`config.mk`:
```
export PLATFORM = sky130hd
export DESIGN_NAME = uart_transmitter
export DESIGN_NICKNAME = d
export VERILOG_FILES = /design/src/rtl/uart_transmitter.sv
export SDC_FILE = /design/constraint.sdc
export NUM_CORES = 1
export LEC_CHECK = 0
export CAP_MARGIN = 20
export CORE_UTILIZATION = 52
export CTS_BUF_LIST = sky130_fd_sc_hd__clkbuf_8
export CTS_CLUSTER_SIZE = 25
export DETAILED_ROUTE_END_ITERATION = 16
export GPL_ROUTABILITY_DRIVEN = 0
export GPL_TIMING_DRIVEN = 0
export PLACE_DENSITY = 0.87
export SYNTH_ARGS = -nofsm -noshare
export SYNTH_HDL_FRONTEND = slang
export SYNTH_SLANG_ARGS = --single-unit
```
`constraint.sdc`:
```
create_clock -name clock -period 1.9 [get_ports clock]
set_clock_uncertainty 0.1 [all_clocks]
set_input_delay 0.19 -clock clock [delete_from_list [all_inputs] [get_ports clock]]
set_output_delay 0.19 -clock clock [all_outputs]
set_load 0.02 [all_outputs]
```
`src/rtl/uart_transmitter.sv`:
```
`default_nettype none
// ============================================================================
//  Module   : uart_transmitter
//  Purpose  : UART serial transmitter. Takes a byte on a one-cycle tx_start
//             strobe and sends start bit, 8 data bits LSB first, an optional
//             even-parity bit and a stop bit. The line idles high.
//  Revision : 1.0 - initial release
// ----------------------------------------------------------------------------
//  Parameters
//    CLKS_PER_BIT : clock cycles per serial bit (>= 2)
//  Ports
//    clock    in   1  system clock, rising edge
//    reset    in   1  synchronous, active-low reset
//    tx_start in   1  send request, accepted only while idle
//    tx_data  in   8  byte to send, sampled in the accept cycle
//    tx_D     out  1  registered serial line, idle high
//    tx_busy  out  1  high while a frame is on the line
//    tx_done  out  1  one-cycle pulse in the first idle cycle after stop
//  Build option
//    UART_TX_PARITY_EN : when defined, an even-parity bit follows the data
// ============================================================================
module uart_transmitter #(
    parameter int CLKS_PER_BIT = 434
) (
    input  logic       clock,
    input  logic       reset,
    input  logic       tx_start,
    input  logic [7:0] tx_data,
    output logic       tx_D,
    output logic       tx_busy,
    output logic       tx_done
);

    localparam int c_BW = (CLKS_PER_BIT > 1) ? $clog2(CLKS_PER_BIT) : 1;
    localparam logic [c_BW-1:0] c_BAUD_LAST = c_BW'(CLKS_PER_BIT - 1);

    typedef enum logic [4:0] {
        ST_IDLE   = 5'b00001,
        ST_START  = 5'b00010,
        ST_DATA   = 5'b00100,
        ST_PARITY = 5'b01000,
        ST_STOP   = 5'b10000
    } state_t;

    state_t          r_state;
    state_t          w_state_nxt;
    logic [c_BW-1:0] r_baud;
    logic [c_BW-1:0] w_baud_nxt;
    logic [2:0]      r_bit_cnt;
    logic [2:0]      w_bit_nxt;
    logic [7:0]      r_shift;
    logic [7:0]      w_shift_nxt;
    logic            r_frame_end;
    logic            w_frame_end;
    logic            w_line_nxt;
    logic            w_busy_nxt;
    logic            w_baud_term;
`ifdef UART_TX_PARITY_EN
    logic            r_parity;
    logic            w_parity_nxt;
`endif

    assign w_baud_term = (r_baud == c_BAUD_LAST);

    // Outputs are registered from the current state, so the line lags the
    // state register by one cycle: a start accepted at edge N shows at N+1.
    always_comb begin
        w_state_nxt  = r_state;
        w_baud_nxt   = w_baud_term ? '0 : r_baud + 1'b1;
        w_bit_nxt    = r_bit_cnt;
        w_shift_nxt  = r_shift;
        w_frame_end  = 1'b0;
        w_line_nxt   = 1'b1;
        w_busy_nxt   = 1'b1;
`ifdef UART_TX_PARITY_EN
        w_parity_nxt = r_parity;
`endif
        case (r_state)
            ST_IDLE: begin
                w_busy_nxt = 1'b0;
                w_baud_nxt = '0;
                if (tx_start) begin
                    w_state_nxt  = ST_START;
                    w_shift_nxt  = tx_data;
                    w_bit_nxt    = 3'd0;
`ifdef UART_TX_PARITY_EN
                    w_parity_nxt = ^tx_data;
`endif
                end
            end
            ST_START: begin
                w_line_nxt = 1'b0;
                if (w_baud_term) begin
                    w_state_nxt = ST_DATA;
                end
            end
            ST_DATA: begin
                w_line_nxt = r_shift[0];
                if (w_baud_term) begin
                    w_shift_nxt = {1'b0, r_shift[7:1]};
                    w_bit_nxt   = r_bit_cnt + 3'd1;
                    if (r_bit_cnt == 3'd7) begin
`ifdef UART_TX_PARITY_EN
                        w_state_nxt = ST_PARITY;
`else
                        w_state_nxt = ST_STOP;
`endif
                    end
                end
            end
`ifdef UART_TX_PARITY_EN
            ST_PARITY: begin
                w_line_nxt = r_parity;
                if (w_baud_term) begin
                    w_state_nxt = ST_STOP;
                end
            end
`endif
            ST_STOP: begin
                if (w_baud_term) begin
                    w_state_nxt = ST_IDLE;
                    w_frame_end = 1'b1;
                end
            end
            default: begin
                // Illegal or disabled encodings fall back to idle.
                w_state_nxt = ST_IDLE;
                w_busy_nxt  = 1'b0;
                w_baud_nxt  = '0;
                w_bit_nxt   = 3'd0;
            end
        endcase
    end

    always_ff @(posedge clock) begin
        if (!reset) begin
            r_state     <= ST_IDLE;
            r_baud      <= '0;
            r_bit_cnt   <= 3'd0;
            r_shift     <= 8'h00;
            r_frame_end <= 1'b0;
            tx_D        <= 1'b1;
            tx_busy     <= 1'b0;
            tx_done     <= 1'b0;
`ifdef UART_TX_PARITY_EN
            r_parity    <= 1'b0;
`endif
        end else begin
            r_state     <= w_state_nxt;
            r_baud      <= w_baud_nxt;
            r_bit_cnt   <= w_bit_nxt;
            r_shift     <= w_shift_nxt;
            r_frame_end <= w_frame_end;
            tx_D        <= w_line_nxt;
            tx_busy     <= w_busy_nxt;
            // Delayed by one so the pulse lands in the first idle cycle.
            tx_done     <= r_frame_end;
`ifdef UART_TX_PARITY_EN
            r_parity    <= w_parity_nxt;
`endif
        end
    end

endmodule
`default_nettype wire

```
==> metrics.md <==
| Metric | Value |
|---|---|
| Outcome | finished with violations |
| Failing checks | setup timing |
| Unique cell type count in the Yosys netlist | 31 |
| Detailed Routing Iterations Pass 1 | 4 |
| RSZ-0062 raised after global routing | true |
| Post-Syn Area | 1270 µm² |
| R2R Path Start | r_baud[3]$_SDFF_PP0_ |
| Initial Utilization | 0.564 |
| Slew @ Worst Pin | 0.494 ns |
| DP Worst Slack | -0.182 ns |
| Cell Rows | 17 |
| Area of the die | 2650 µm² |
| Min-Delay Path Class | reg -> reg |
| Cell at the root of the clock tree | clkbuf_8 |
| GRT Util Overall | 0.234 |
| Slew Limit Fails | 0 |
| Crit end category | flip-flop |
| Synth Flop Type | dfxtp_1 |
| DRT Wirelength | 3000 µm |
| Placed instance count | 193 |
| Avg Cell Area, Syn | 8.36 µm² |
| Vias | 1170 |
| Number of global-route vias before repair | 1084 |
| Residual DRC | 0 |
| Die width | 51.4 µm |
| Cell area after layout | 1670 µm² |
| Area contributors post-synth | dfxtp_1 (44%), nor2_1 (8.3%), nand2_1 (6.8%) |
| Post-layout minimum cycle time | 1.92 ns |
| Arrival time at the worst endpoint | 1.97 ns |
| Avg WL per Cell | 14.7 µm |
| Peak supply drop | 0.574 mV |
| Pwr dens | 812 nW/µm² |
| Startpoint types | flip-flop |
| CTS tree | built |
| R2R depth | 6 |
| Max Cap Viol | 0 |
| WHS Path Cells | 1 |
| EDFF count, synth | 0 |
| Syn_nets | 167 |
| Post-DRT Antenna Nets | 0 |
| Die Ht | 51.4 µm |
| First DRT Iteration DRCs | 39 |
| Buffers on Ports | 13 |
| WP data required | 1.95 ns |
| Layout Utilization | 0.739 |
| Layout cell share with drive strength beyond 1 | 0.222 |
| I/O Pins | 14 |
| LEAKAGE | 0.617 nW |
| Final cell count without fillers | 204 |
| CP Class | reg -> reg |
| Achievable frequency | 521 MHz |
| Pin count of the biggest net entering global routing | 17 |
| Initial antenna violation count | 0 |
| Async set-reset flop share out of synthesis | 0 |
| Post-DP HPWL | 1910 µm |
| Layout Nets | 192 |
| RR Endpoint | r_bit_cnt[2]$_SDFFE_PN0P_ |
| Hold endpoint | tx_done$_SDFF_PN0_ |
| Final setup vio count | 4 |
| Fin. Hold Viols | 0 |
| Sequential area share after synthesis | 0.441 |
| Final worst slack | -0.0196 ns |
| Tot Pwr | 1.35 mW |
| Worst-path maximum fanout | 4 |
| Clk Latency, worst-skew pair | 0.27 ns |
| Yosys warns | 0 |
| Gate Count Post-Synth | 152 |
| Area grow syn2layout | 31.0% |
| Placed cell area | 1440 µm² |
| Clk buf depth | 2 |
| Hold-fix buffers, CTS | 0 |
| Vias per inst | 5.74 |
| Global-route wire length before repair | 4640 µm |
| Synth top area share | 0.441 |
| Hold_sp | r_frame_end$_SDFF_PN0_ |
| Period utilization | 1.01 |
| Clock Pin Slew Worst Setup and Hold Paths | 0.10 ns |
| Diodes inserted | 0 |
| H-tree Lvls | 1 |
| Clock Sinks | 28 |
| FF+latch count, synth | 28 |
| Global route overflow | 0 |
| R2R setup slack | -0.02 ns |
| Core region area | 2250 µm² |
| Post-synth top area cell | dfxtp_1 |
| Most common library cells after synthesis | dfxtp_1 (28), nor2_1 (28), nand2_1 (23) |
| Num CTS Buffers | 3 |
| Rel. slew slack | 0.668 |
how the worst max path moves through the flow:
stage | cells after the start | endpoint | start | slack (ns)
6_report | 6 | r_bit_cnt[2]$_SDFFE_PN0P_ | r_baud[3]$_SDFF_PP0_ | -0.02
5_1_grt | 6 | r_bit_cnt[1]$_SDFFE_PN0P_ | r_baud[3]$_SDFF_PP0_ | -0.12
4_1_cts | 7 | r_shift[4]$_SDFFE_PN0P_ | r_baud[6]$_SDFF_PP0_ | -0.04
3_5_place_dp | 5 | r_shift[3]$_SDFFE_PN0P_ | r_state[2]$_SDFFE_PN0P_ | -0.18
3_3_place_gp | 9 | r_shift[6]$_SDFFE_PN0P_ | r_baud[1]$_SDFF_PP0_ | -0.09
2_1_floorplan | 9 | r_shift[5]$_SDFFE_PN0P_ | r_baud[1]$_SDFF_PP0_ | 0.002
cells in the final DEF, fill, tap and decap left out, drive strengths merged, types with 2 or more instances in the layout:
master and count:
nor3b 2, o211ai 3, a311oi 7, nor2 28
a22oi 2, nand2 23, clkbuf 6, and2 3
ha 4, buf 12, o21ai 5, o31ai 2
a21oi 3, nor3 5, and3 2, nor2b 2
dfxtp 28, clkdlybuf4s50 13, xnor2 5, xor2 3
nand3 7, inv 3
power by group:
group | leakage (nW) | internal [mW] | switching, mW
registers | 0.232 | 0.619 | 0.0371
clock network | 0.0357 | 0.282 | 0.181
logic | 0.349 | 0.114 | 0.119
cells by family after synthesis:
group | count (synthesis) | share of synthesized area
AND/OR/NAND/NOR | 77 | 0.271
flip-flops | 28 | 0.441
AO/OA/AOI/OAI | 23 | 0.147
buffers and inverters | 11 | 0.0394
XOR/XNOR | 8 | 0.0551
adder cells (fa/ha/maj) | 4 | 0.0394
multiplexers | 1 | 0.00787
cell type report:
cell class                      instances  area [µm²]
Buffer                                  4        23.8
Fill cell                             169         589
Clock buffer                            3        41.3
Clock inverter                          1        30.0
Tap cell                               28        35.0
Inverter                                3        11.3
Multi-Input combinational cell        113         724
Sequential cell                        28         572
Timing Repair Buffer                   24         228
metrics by stage:
stage               setup TNS (ns)  hold WS (ns)
floorplan                        0         0.179
global placement            -0.457         0.313
detailed placement           -1.50         0.331
CTS                         -0.133         0.345
global route                -0.755         0.379
finish                     -0.0599         0.348
layer usage:
layer	vias to the layer above	track usage	wire [µm]
met1	563	0.285	1270
met3	4	0.0327	141
li1	569	-	-
met4	0	0.104	30
met5	-	0	0
met2	34	0.405	1560
sequential cells by signal, indices dropped and copies added, names as in the netlist:
signal       flops
tx_D             1
tx_busy          1
tx_done          1
r_frame_end      1
r_shift          8
r_bit_cnt        3
r_state          4
r_baud           9
what timing repair did:
item	4_1_cts	5_1_grt
setup buffers	8	3
pin swaps	11	6
setup endpoints to repair	12	24
hold endpoints to repair	0	0
resized for setup	13	14
critical path: stages, from the launching register on:
cell	delay (ns)
dfxtp_2	0.33
or2_1	0.24
buf_4	0.14
nor4_2	0.41
o2111ai_1	0.29
a22oi_1	0.24
nor2_1	0.06
Power figures use the tool's default switching activity.
